$ cat src/rtl/ldpc_sync_inserter.sv
// Transmit-side LDPC framer: prefixes every codeword with its attached sync
// marker (1 word for k=1024, S,~S,S,S for k=4096) and serialises the frame
// MSB first, one bit per clkEn strobe, behind a one-word holding register.
module ldpc_sync_inserter #(
    parameter logic [63:0] SYNC_WORD = 64'hFCB8_8938_D8D7_6A4F
) (
    input  logic        clk,
    input  logic        reset,
    input  logic        clkEn,
    input  logic        codeLength4096,
    input  logic [1:0]  codeRate,
    input  logic        invertOutput,
    input  logic [63:0] payloadWord,
    input  logic        payloadValid,
    output logic        payloadReady,
    input  logic        clearUnderrun,
    output logic        dataBitOut,
    output logic        dataValid,
    output logic        frameStart,
    output logic        syncActive,
    output logic        underrun
);

    localparam logic [1:0] RATE_1_2 = 2'd0;
    localparam logic [1:0] RATE_2_3 = 2'd1;
    localparam logic [1:0] RATE_4_5 = 2'd2;

    typedef enum logic [1:0] {
        ST_IDLE,
        ST_SYNC,
        ST_PAYLOAD,
        ST_STALL
    } state_t;

    // Codeword length in 64-bit words; unknown rate codes fall back to 1/2.
    function automatic logic [7:0] frame_words(input logic [1:0] rate, input logic long_code);
        logic [7:0] w;
        case (rate)
            RATE_1_2: w = 8'd32;
            RATE_2_3: w = 8'd24;
            RATE_4_5: w = 8'd20;
            default:  w = 8'd32;
        endcase
        return long_code ? (w << 2) : w;
    endfunction

    state_t      state_q, state_d;
    logic [63:0] hold_q, hold_d;
    logic        hold_full_q, hold_full_d;
    logic [63:0] shift_q, shift_d;
    logic [5:0]  bit_cnt_q, bit_cnt_d;
    logic [7:0]  word_cnt_q, word_cnt_d;
    logic        need_load_q, need_load_d;
    logic        long_q, long_d;
    logic [7:0]  wpf_q, wpf_d;
    logic        dout_q, dout_d;
    logic        dv_q, dv_d;
    logic        fs_q, fs_d;
    logic        sa_q, sa_d;
    logic        underrun_q, underrun_d;

    logic        accept;
    logic        emit;
    logic        emit_bit;
    logic        underrun_set;

    assign accept       = payloadValid & ~hold_full_q;
    assign payloadReady = ~hold_full_q & ~reset;

    assign dataBitOut = dout_q;
    assign dataValid  = dv_q;
    assign frameStart = fs_q;
    assign syncActive = sa_q;
    assign underrun   = underrun_q;

    // Next-state: input handshake every clk, framing FSM only on clkEn.
    always_comb begin
        state_d      = state_q;
        hold_d       = hold_q;
        hold_full_d  = hold_full_q;
        shift_d      = shift_q;
        bit_cnt_d    = bit_cnt_q;
        word_cnt_d   = word_cnt_q;
        need_load_d  = need_load_q;
        long_d       = long_q;
        wpf_d        = wpf_q;
        dout_d       = dout_q;
        dv_d         = 1'b0;
        fs_d         = 1'b0;
        sa_d         = 1'b0;
        emit         = 1'b0;
        emit_bit     = 1'b0;
        underrun_set = 1'b0;

        if (accept) begin
            hold_d      = payloadWord;
            hold_full_d = 1'b1;
        end

        if (clkEn) begin
            case (state_q)
                ST_IDLE: begin
                    // A held word means a whole frame can start; latch its mode now.
                    if (hold_full_q) begin
                        state_d    = ST_SYNC;
                        long_d     = codeLength4096;
                        wpf_d      = frame_words(codeRate, codeLength4096);
                        word_cnt_d = codeLength4096 ? 8'd3 : 8'd0;
                        bit_cnt_d  = 6'd62;
                        emit       = 1'b1;
                        emit_bit   = SYNC_WORD[63];
                        fs_d       = 1'b1;
                        sa_d       = 1'b1;
                    end
                end
                ST_SYNC: begin
                    // 4K marker is S,~S,S,S: the second word (word_cnt 2) is inverted.
                    emit      = 1'b1;
                    sa_d      = 1'b1;
                    emit_bit  = SYNC_WORD[bit_cnt_q] ^ (long_q && (word_cnt_q == 8'd2));
                    bit_cnt_d = bit_cnt_q - 6'd1;
                    if (bit_cnt_q == 6'd0) begin
                        if (word_cnt_q == 8'd0) begin
                            state_d     = ST_PAYLOAD;
                            need_load_d = 1'b1;
                            word_cnt_d  = wpf_q;
                        end else begin
                            word_cnt_d = word_cnt_q - 8'd1;
                        end
                    end
                end
                ST_PAYLOAD, ST_STALL: begin
                    if (need_load_q) begin
                        if (hold_full_q) begin
                            state_d     = ST_PAYLOAD;
                            shift_d     = {hold_q[62:0], 1'b0};
                            hold_full_d = 1'b0;
                            emit        = 1'b1;
                            emit_bit    = hold_q[63];
                            bit_cnt_d   = 6'd62;
                            word_cnt_d  = word_cnt_q - 8'd1;
                            need_load_d = 1'b0;
                        end else if (state_q == ST_PAYLOAD) begin
                            // Only the first missed boundary flags the underrun.
                            state_d      = ST_STALL;
                            underrun_set = 1'b1;
                        end
                    end else begin
                        emit      = 1'b1;
                        emit_bit  = shift_q[63];
                        shift_d   = {shift_q[62:0], 1'b0};
                        bit_cnt_d = bit_cnt_q - 6'd1;
                        if (bit_cnt_q == 6'd0) begin
                            // Last bit of the frame: IDLE restarts at once if a word is held.
                            if (word_cnt_q == 8'd0) begin
                                state_d = ST_IDLE;
                            end else begin
                                need_load_d = 1'b1;
                            end
                        end
                    end
                end
                default: state_d = ST_IDLE;
            endcase
        end

        if (emit) begin
            dv_d   = 1'b1;
            dout_d = emit_bit ^ invertOutput;
        end

        underrun_d = (underrun_q & ~clearUnderrun) | underrun_set;
    end

    // Control, counters and registered outputs.
    always_ff @(posedge clk or posedge reset) begin
        if (reset) begin
            state_q     <= ST_IDLE;
            hold_full_q <= 1'b0;
            bit_cnt_q   <= 6'd0;
            word_cnt_q  <= 8'd0;
            need_load_q <= 1'b0;
            long_q      <= 1'b0;
            wpf_q       <= 8'd0;
            dout_q      <= 1'b0;
            dv_q        <= 1'b0;
            fs_q        <= 1'b0;
            sa_q        <= 1'b0;
            underrun_q  <= 1'b0;
        end else begin
            state_q     <= state_d;
            hold_full_q <= hold_full_d;
            bit_cnt_q   <= bit_cnt_d;
            word_cnt_q  <= word_cnt_d;
            need_load_q <= need_load_d;
            long_q      <= long_d;
            wpf_q       <= wpf_d;
            dout_q      <= dout_d;
            dv_q        <= dv_d;
            fs_q        <= fs_d;
            sa_q        <= sa_d;
            underrun_q  <= underrun_d;
        end
    end

    // Payload data registers; qualified by hold_full_q / need_load_q, so no reset.
    always_ff @(posedge clk) begin
        hold_q  <= hold_d;
        shift_q <= shift_d;
    end

endmodule
$ cat config.mk
export PLATFORM = sky130hd
export DESIGN_NAME = ldpc_sync_inserter
export DESIGN_NICKNAME = d
export VERILOG_FILES = /design/src/rtl/ldpc_sync_inserter.sv
export SDC_FILE = /design/constraint.sdc
export NUM_CORES = 1
export LEC_CHECK = 0
export CAP_MARGIN = 0
export CORE_UTILIZATION = 35
export CTS_CLUSTER_SIZE = 25
export DETAILED_ROUTE_END_ITERATION = 8
export PLACE_DENSITY = 0.61
export SLEW_MARGIN = 20
export SYNTH_ARGS = -nofsm -noshare
export SYNTH_HDL_FRONTEND = slang
export SYNTH_SLANG_ARGS = --single-unit
export TNS_END_PERCENT = 100
$ cat constraint.sdc
create_clock -name clk -period 4.15 [get_ports clk]
set_input_delay 0.415 -clock clk [delete_from_list [all_inputs] [get_ports clk]]
set_output_delay 0.415 -clock clk [all_outputs]
set_load 0.1 [all_outputs]
== After elaboration in Yosys (flattened, before gate mapping) ==
Memories as Yosys holds them, arrays and structs flattened.
Index checks and enable logic that the tools add are counted.

* Add/subtract/negate cells: 2
* Order comparisons: 1
* Eq/ne operators: 15
* Muxes and demuxes: 54
* Bitwise logic cells: 9
* Reduce and logical (&&, ||, !) cells: 11

{| class="wikitable"
|+ Operators with widths
! kind !! number
|-
| $mux 64 || 2
|-
| $mux 8 || 6
|-
| $mux 1 || 27
|-
| $pmux 8 s3 || 1
|-
| $mux 2 || 9
|-
| $pmux 6 s3 || 1
|-
| $mux 6 || 2
|-
| $ne 2x2->1 const B || 6
|-
| $pmux 6 s2 || 1
|-
| $eq 8x2->1 const B || 1
|-
| $logic_not 8->1 || 1
|-
| $sub 8x1->8 const B || 1
|-
| $lt 6x7->1 const B || 1
|-
| $reduce_and 7->1 || 1
|-
| $eq 2x2->1 const B || 3
|-
| $logic_not 6->1 || 1
|-
| $ne 3x3->1 const B || 2
|-
| $pmux 1 s3 || 2
|-
| $pmux 2 s3 || 1
|-
| $reduce_and 3->1 || 2
|-
| $sub 6x1->6 const B || 1
|-
| $reduce_and 5->1 || 1
|-
| $eq 2x1->1 const B || 2
|-
| $ne 4x4->1 const B || 1
|-
| other kinds (10) || 16
|}

* Register bits: 159
* Bits in read-only memories: 64
* Input port bits: 73
* Output and inout bits: 6
* Logic and storage cells: 108
* Memories: 1

{| class="wikitable"
|+ Memory list
! name !! depth !! bits a word !! read ports !! clocked after Yosys merged registers in !! write ports !! RTL line !! RTL
|-
| (name not given) || 64 || 1 || 1 || 0 || 0 || 120 || <nowiki>emit_bit = SYNC_WORD[bit_cnt_q] ^ (long_q && (word_cnt_q == 8'd2));</nowiki>
|}

== Logic depth before layout (Yosys ltp) ==
Gate-level depths: netlist (run 1).

* Depth in word-level cells: 7
* Mapped depth: 9
* Depth with buffers taken out: 8

== Least setup slack after synthesis (run 1) ==
OpenSTA, ideal clock, no wires.

* Path type: reg-to-reg
* From: register hold_full_q
* To: register hold_q[0] (enable)
* Setup time: 0.493 ns
* Data arrival time: 3.430 ns
* Data required time: 3.657 ns
* Slack: 0.227 ns
* Cell stages (with the launch flop): 3
* Buffers on the path: 1
* Period minus slack after synthesis: 3.923 ns
* Cells stage by stage: dfrtp_1 clkbuf_1 nor2b_1

* Longest elaborated chain between the ends: 2

{| class="wikitable"
|+ RTL lines
! item !! RTL line !! RTL
|-
| start, declared || 49 || <nowiki>logic hold_full_q, hold_full_d;</nowiki>
|-
| start signal, assigned || 192 || <nowiki>hold_full_q <= hold_full_d;</nowiki>
|-
| $not 1->1 || 67 || <nowiki>assign accept = payloadValid & ~hold_full_q;</nowiki>
|-
| $and 1x1->1 || 67 ||
|-
| net accept || 62 || <nowiki>logic accept;</nowiki>
|-
| end signal, assigned || 208 || <nowiki>hold_q <= hold_d;</nowiki>
|-
| end, declared || 48 || <nowiki>logic [63:0] hold_q, hold_d;</nowiki>
|}

The timed path passes the listed nets, and every way through them passes these cells.
A chain may end at the register's enable or synchronous reset.

== Worst setup path in the final report (run 1) ==
* From: register hold_full_q
* To: output port payloadReady

* Longest elaborated chain between the ends: 2

{| class="wikitable"
|+ RTL lines
! item !! RTL line !! RTL
|-
| $not 1->1 || 68 || <nowiki>assign payloadReady = ~hold_full_q & ~reset;</nowiki>
|-
| $and 1x1->1 || 68 ||
|-
| end, declared || 15 || <nowiki>output logic payloadReady,</nowiki>
|}

No other way between the ends.

==> run metrics, run 1 <==
status finished, final reports clean; Detail Route Antenna Nets 0; post-CTS setup buffers 0; GRT busiest layer met2; total grt overflow 0; Crit path required time 3730 ps; Synth area leaders edfxtp_1, dfrtp_1, mux2_2, o21ai_0, ha_1; leak pwr 2.804 nW; #FFs+latches synth 157; Max Freq 372.3 MHz; first drt pass iteration count 4; Crit Path Class register to primary output; I/O pin cnt 79; crit path cell chain nor2_1 -> clkdlybuf4s50_1; antenna violations before repair 1; Avg Cell Area, Syn 15.32 sq um; Vias per Instance 4.858; Final #Nets 587; CP Max Fanout 12; Max Cap Violations 0; Antenna Cells 0; gr usage total 0.1244; cell area after layout 0.008054 sq mm; via count 3619; Pwr Density 475.6 mW/mm^2; Die Width 138.1 um; cells after synthesis 423; RSZ-0062 raised after global routing no; Ys Warns 0; commonest non-fill, non-tap cell in the layout edfxtp_1; DRC Markers 0; Synth area leader edfxtp_1; top cell type's share of synthesized area 0.5886; register area share after synthesis 0.7045; gpl congestion 0.8036; final core occ 0.4468; final-layout fill cell count 1597; placed instance area 0.007501 sq mm; Final period util 0.6472; met1 usage 0.1594; CP delay by family, top buffers and inverters; Max VDD drop 0.0003583 V; most frequent cells in the layout edfxtp_1, clkdlybuf4s50_1, mux2_2; clock latency on the worst-skew pair 420 ps; final setup margin 1464 ps; hold crit path type primary input to async pin; Crit-path slowest cell clkdlybuf4s50_1; largest net degree at the start of global routing 65; Cell variety after synth 46; final setup TNS 0 ps; mapped cell area 0.006479 sq mm; Die Y-Extent 138.1 um; H-tree lvl count 4; crit path DAT 2270 ps; vias in the first global route 3743; delay of the slowest cell on the worst path 1140 ps; synthesized net count 506; DP Worst Slack 1317 ps; CP bufs+invs 1; port bufs 78; Slew headroom 0.3207; CTS tree yes; Final min period 2686 ps; Slew @ Worst Pin 1014 ps; layout overhead on the synthesized area 24.31%; Resized cells post-CTS 0; met3 Use GR 0.04018; Hold-fix buffers, CTS 0; final WL 11140 um; clock-pin slew on the worst setup and hold paths 60 ps; TritonCTS buffer count 17; share of layout cells above drive strength 1 0.1977; final-report setup violation count 0; CTS Sinks 157; clock skew 8.645 ps; wire length per cell 14.95 um; Setup crit end kind primary output; first-pass GRT wire length 18500 um; die area 0.01906 sq mm; Core ar. 0.01802 sq mm; maximum clock insertion buffer count 2; Initial Utilization 0.3594; Final Hold Viols 0; DPL Wire Length 7340 um; 1st-iter DRT viols 218; max-slew violation count 0; grt met2 use 0.1955; root buffer cell clkbuf_16; crit start category register; Cell Rows 49
==> registers in the layout, indices dropped and copies added (netlist names), 2 cells and up <==
| name | cells |
|---|---|
| hold_q | 64 |
| shift_q | 63 |
| word_cnt_q | 8 |
| bit_cnt_q | 6 |
| wpf_q | 6 |
| state_q | 2 |
==> cell families after synthesis <==
group / share of synthesized area
adder cells (fa/ha/maj): 0.01931
AND/OR/NAND/NOR: 0.07010
buffers and inverters: 0.02105
XOR/XNOR: 0.002704
multiplexers: 0.1190
flip-flops: 0.7045
AO/OA/AOI/OAI: 0.06335
==> routing by layer <==
layer,routed length [um],vias up
met4,166,0
li1,-,1754
met5,0,-
met3,579,13
met1,5124,1754
met2,5270,98
==> synthesized netlist by cell type (all sizes together) <==
library cell	n
nand2	20
o211ai	2
a2bb2oi	1
a22o	2
o21ai	29
o22a	1
mux2	64
nand3	9
nor3	8
a31oi	5
nand4b	1
a32o	1
dfrtp	30
clkbuf	17
or4	1
buf	3
edfxtp	127
or3	3
o31ai	5
nor2b	7
nor4	2
a21oi	8
o21a	2
nand3b	2
inv	14
and3	1
a22oi	3
nor3b	2
and2	3
nor2	21
nand2b	7
mux2i	5
o311ai	1
a32oi	1
xnor2	2
a211o	2
ha	10
a221oi	1
==> tightest hold or removal path, cell delays in order <==
cell and delay (ps):
clkdlybuf4s50_1 420, inv_1 60, buf_4 360
==> where the power goes <==
part	total (mW)	internal, mW	leakage (nW)	switching [mW]
sequential	1.87	1.76	1.51	0.102
clock	1.47	0.879	0.272	0.588
combinational	0.497	0.238	1.02	0.259
==> stage by stage <==
| step | hold WS (ps) | instances | total power, mW |
|---|---|---|---|
| 2_1_floorplan | 449.6 | 423 | 2.226 |
| 3_3_place_gp | 484.6 | 714 | 2.369 |
| 3_5_place_dp | 489.8 | 714 | 2.392 |
| 4_1_cts | 413.6 | 745 | 3.871 |
| 5_1_grt | 473.6 | 745 | 3.998 |
| 6_report | 418.3 | 745 | 3.831 |
==> layout make-up <==
type	count	area [sq um]	area share
Clock buffer	20	436.7	0.05422
Timing Repair Buffer	82	810.8	0.1007
Multi-Input combinational cell	232	1785	0.2217
Sequential cell	157	4566	0.5669
Inverter	14	52.55	0.006525
Tap cell	229	286.5	0.03558
Clock inverter	11	116.4	0.01445
==> final timing paths <==
kind,start,endpoint,slack [ps],cells past startpoint
worst min register to register,wpf_q[6],wpf_q[6],500,2
min in group clk,wpf_q[6],wpf_q[6],500,2
max in group asynchronous,reset,need_load_q,3420,3
worst min-delay path,reset,dataBitOut,420,3
worst max register to register,bit_cnt_q[0],word_cnt_q[2],1660,7
worst max-delay path,hold_full_q,payloadReady,1460,2
No activity file was read; power rests on OpenSTA's default activity.
==> inputs of run 2 (changes only) <==
clock period = 2.3 ns   (was 4.15 ns; I/O delays follow)
==> run metrics, run 2 (synthesis gave the netlist of run 1 again) <==
gr usage total 0.1264; Crit path required time 2590 ps; Setup crit end kind register; gpl congestion 0.8024; DRC Markers 0; CP bufs+invs 0; max reg flops 64; 1st-iter DRT viols 188; Antenna Cells 0; final-layout fill cell count 1615; Slew headroom 0.6764; crit path from word_cnt_q[3]; antenna violations before repair 0; Pwr Density 832.7 mW/mm^2; Vias per Instance 4.840; maximum clock insertion buffer count 2; Slew @ Worst Pin 485.4 ps; Resized cells post-CTS 0; cell repeated most along the worst path o21ai_0; vias in the first global route 3755; Max Cap Violations 0; commonest non-fill, non-tap cell in the layout edfxtp_1; Crit-path slowest cell or4_4; Die Y-Extent 138.1 um; Reg area 0.004568 sq mm; final WL 11340 um; cell area after layout 0.008154 sq mm; CP Max Fanout 8; DP Worst Slack 197.4 ps; final-report setup violation count 0; Detail Route Antenna Nets 0; delay of the slowest cell on the worst path 600 ps; final setup TNS 0 ps; leak pwr 2.861 nW; CTS Sinks 157; Initial Utilization 0.3594; clock skew 10.70 ps; CTS tree yes; Crit Path Class register to register; clock latency on the worst-skew pair 410 ps; status finished, final reports clean; Final min period 2157 ps; DPL Wire Length 7499 um; Cell Rows 49; first-pass GRT wire length 18980 um; Hold-fix buffers, CTS 0; crit start category register; multi-input logic area 0.001785 sq mm; placed instance area 0.007627 sq mm; Final #Nets 602; total grt overflow 0; crit path cell chain or4_4 -> or3_4 -> a21oi_4 -> nor2_1 -> o21ai_0 -> o21ai_0; largest net degree at the start of global routing 52; die area 0.01906 sq mm; crit path DAT 2450 ps; post-CTS setup buffers 0; final setup margin 143.3 ps; Die Width 138.1 um; root buffer cell clkbuf_16; TritonCTS buffer count 17; Final period util 0.9377; port bufs 78; largest registers hold_q x64, shift_q x63, word_cnt_q x8; hold crit path type primary input to async pin; Biggest register hold_q; Max VDD drop 0.0005118 V; wire length per cell 14.90 um; CP delay by family, top simple AND/OR/NAND/NOR gates; Core ar. 0.01802 sq mm; H-tree lvl count 4; max-slew violation count 0; Final Hold Viols 0; share of layout cells above drive strength 1 0.2406; I/O pin cnt 79; Max Freq 463.7 MHz; via count 3683; layout overhead on the synthesized area 25.86%; first drt pass iteration count 4; most frequent cells in the layout edfxtp_1, clkdlybuf4s50_1, mux2_2; RR Startpoint word_cnt_q[3]; clock-pin slew on the worst setup and hold paths 60 ps; RSZ-0062 raised after global routing no
-- run 2: changes by cell type in the layout (fill, tap and decap cells not counted), sizes merged --
cell / change
buf: +21
clkinv: +2
clkbuf: -2
clkdlybuf4s50: -6
inv: -1
clkinvlp: +4
bufinv: -2
-- run 2: worst paths after layout --
| kind | endpoint | slack, ps | cells after the start |
|---|---|---|---|
| setup reg to reg | word_cnt_q[3] | 140 | 6 |
| max in group asynchronous | need_load_q | 1740 | 3 |
| hold / removal | underrun | 230 | 3 |
| hold reg to reg | wpf_q[6] | 490 | 2 |
| setup / recovery | word_cnt_q[3] | 140 | 6 |
| min in group clk | hold_q[53] | 360 | 1 |
-- run 2: worst min-delay path: cells and delay by family --
| family | cells | cell delay [ps] |
|---|---|---|
| buffers and inverters | 3 | 830 |
-- run 2: metal layers --
| metal | GRT usage | wire [um] |
|---|---|---|
| met4 | 0.05437 | 246 |
| met3 | 0.03845 | 540 |
| met5 | 0 | 0 |
| met2 | 0.1921 | 5257 |
| met1 | 0.1674 | 5292 |
-- run 2: cell type report --
cell class,instances,share of cell area
inverters,14,0.006905
repair buffers,97,0.1145
well taps,229,0.03514
clock buffers,18,0.05263
clock inverters,14,0.01166
multi-input cells,232,0.2190
flip-flops and latches,157,0.5602
-- run 2: report_power, final --
part	internal, mW	leakage [nW]	switching [mW]
sequential	3.19	1.51	0.168
clock	1.38	0.251	1.11
combinational	0.450	1.10	0.498
total	5.01	2.86	1.78
-- run 2: per-stage QoR --
stage / util / total power, mW / cells / hold slack [ps]
2_1_floorplan: - / 4.017 / 423 / 320.8
3_3_place_gp: 0.4232 / 4.301 / 729 / 479.3
3_5_place_dp: 0.4232 / 4.355 / 729 / 477.8
4_1_cts: 0.4522 / 6.862 / 761 / 235.5
5_1_grt: 0.4524 / 7.090 / 761 / 306.3
6_report: 0.4524 / 6.790 / 761 / 226.3
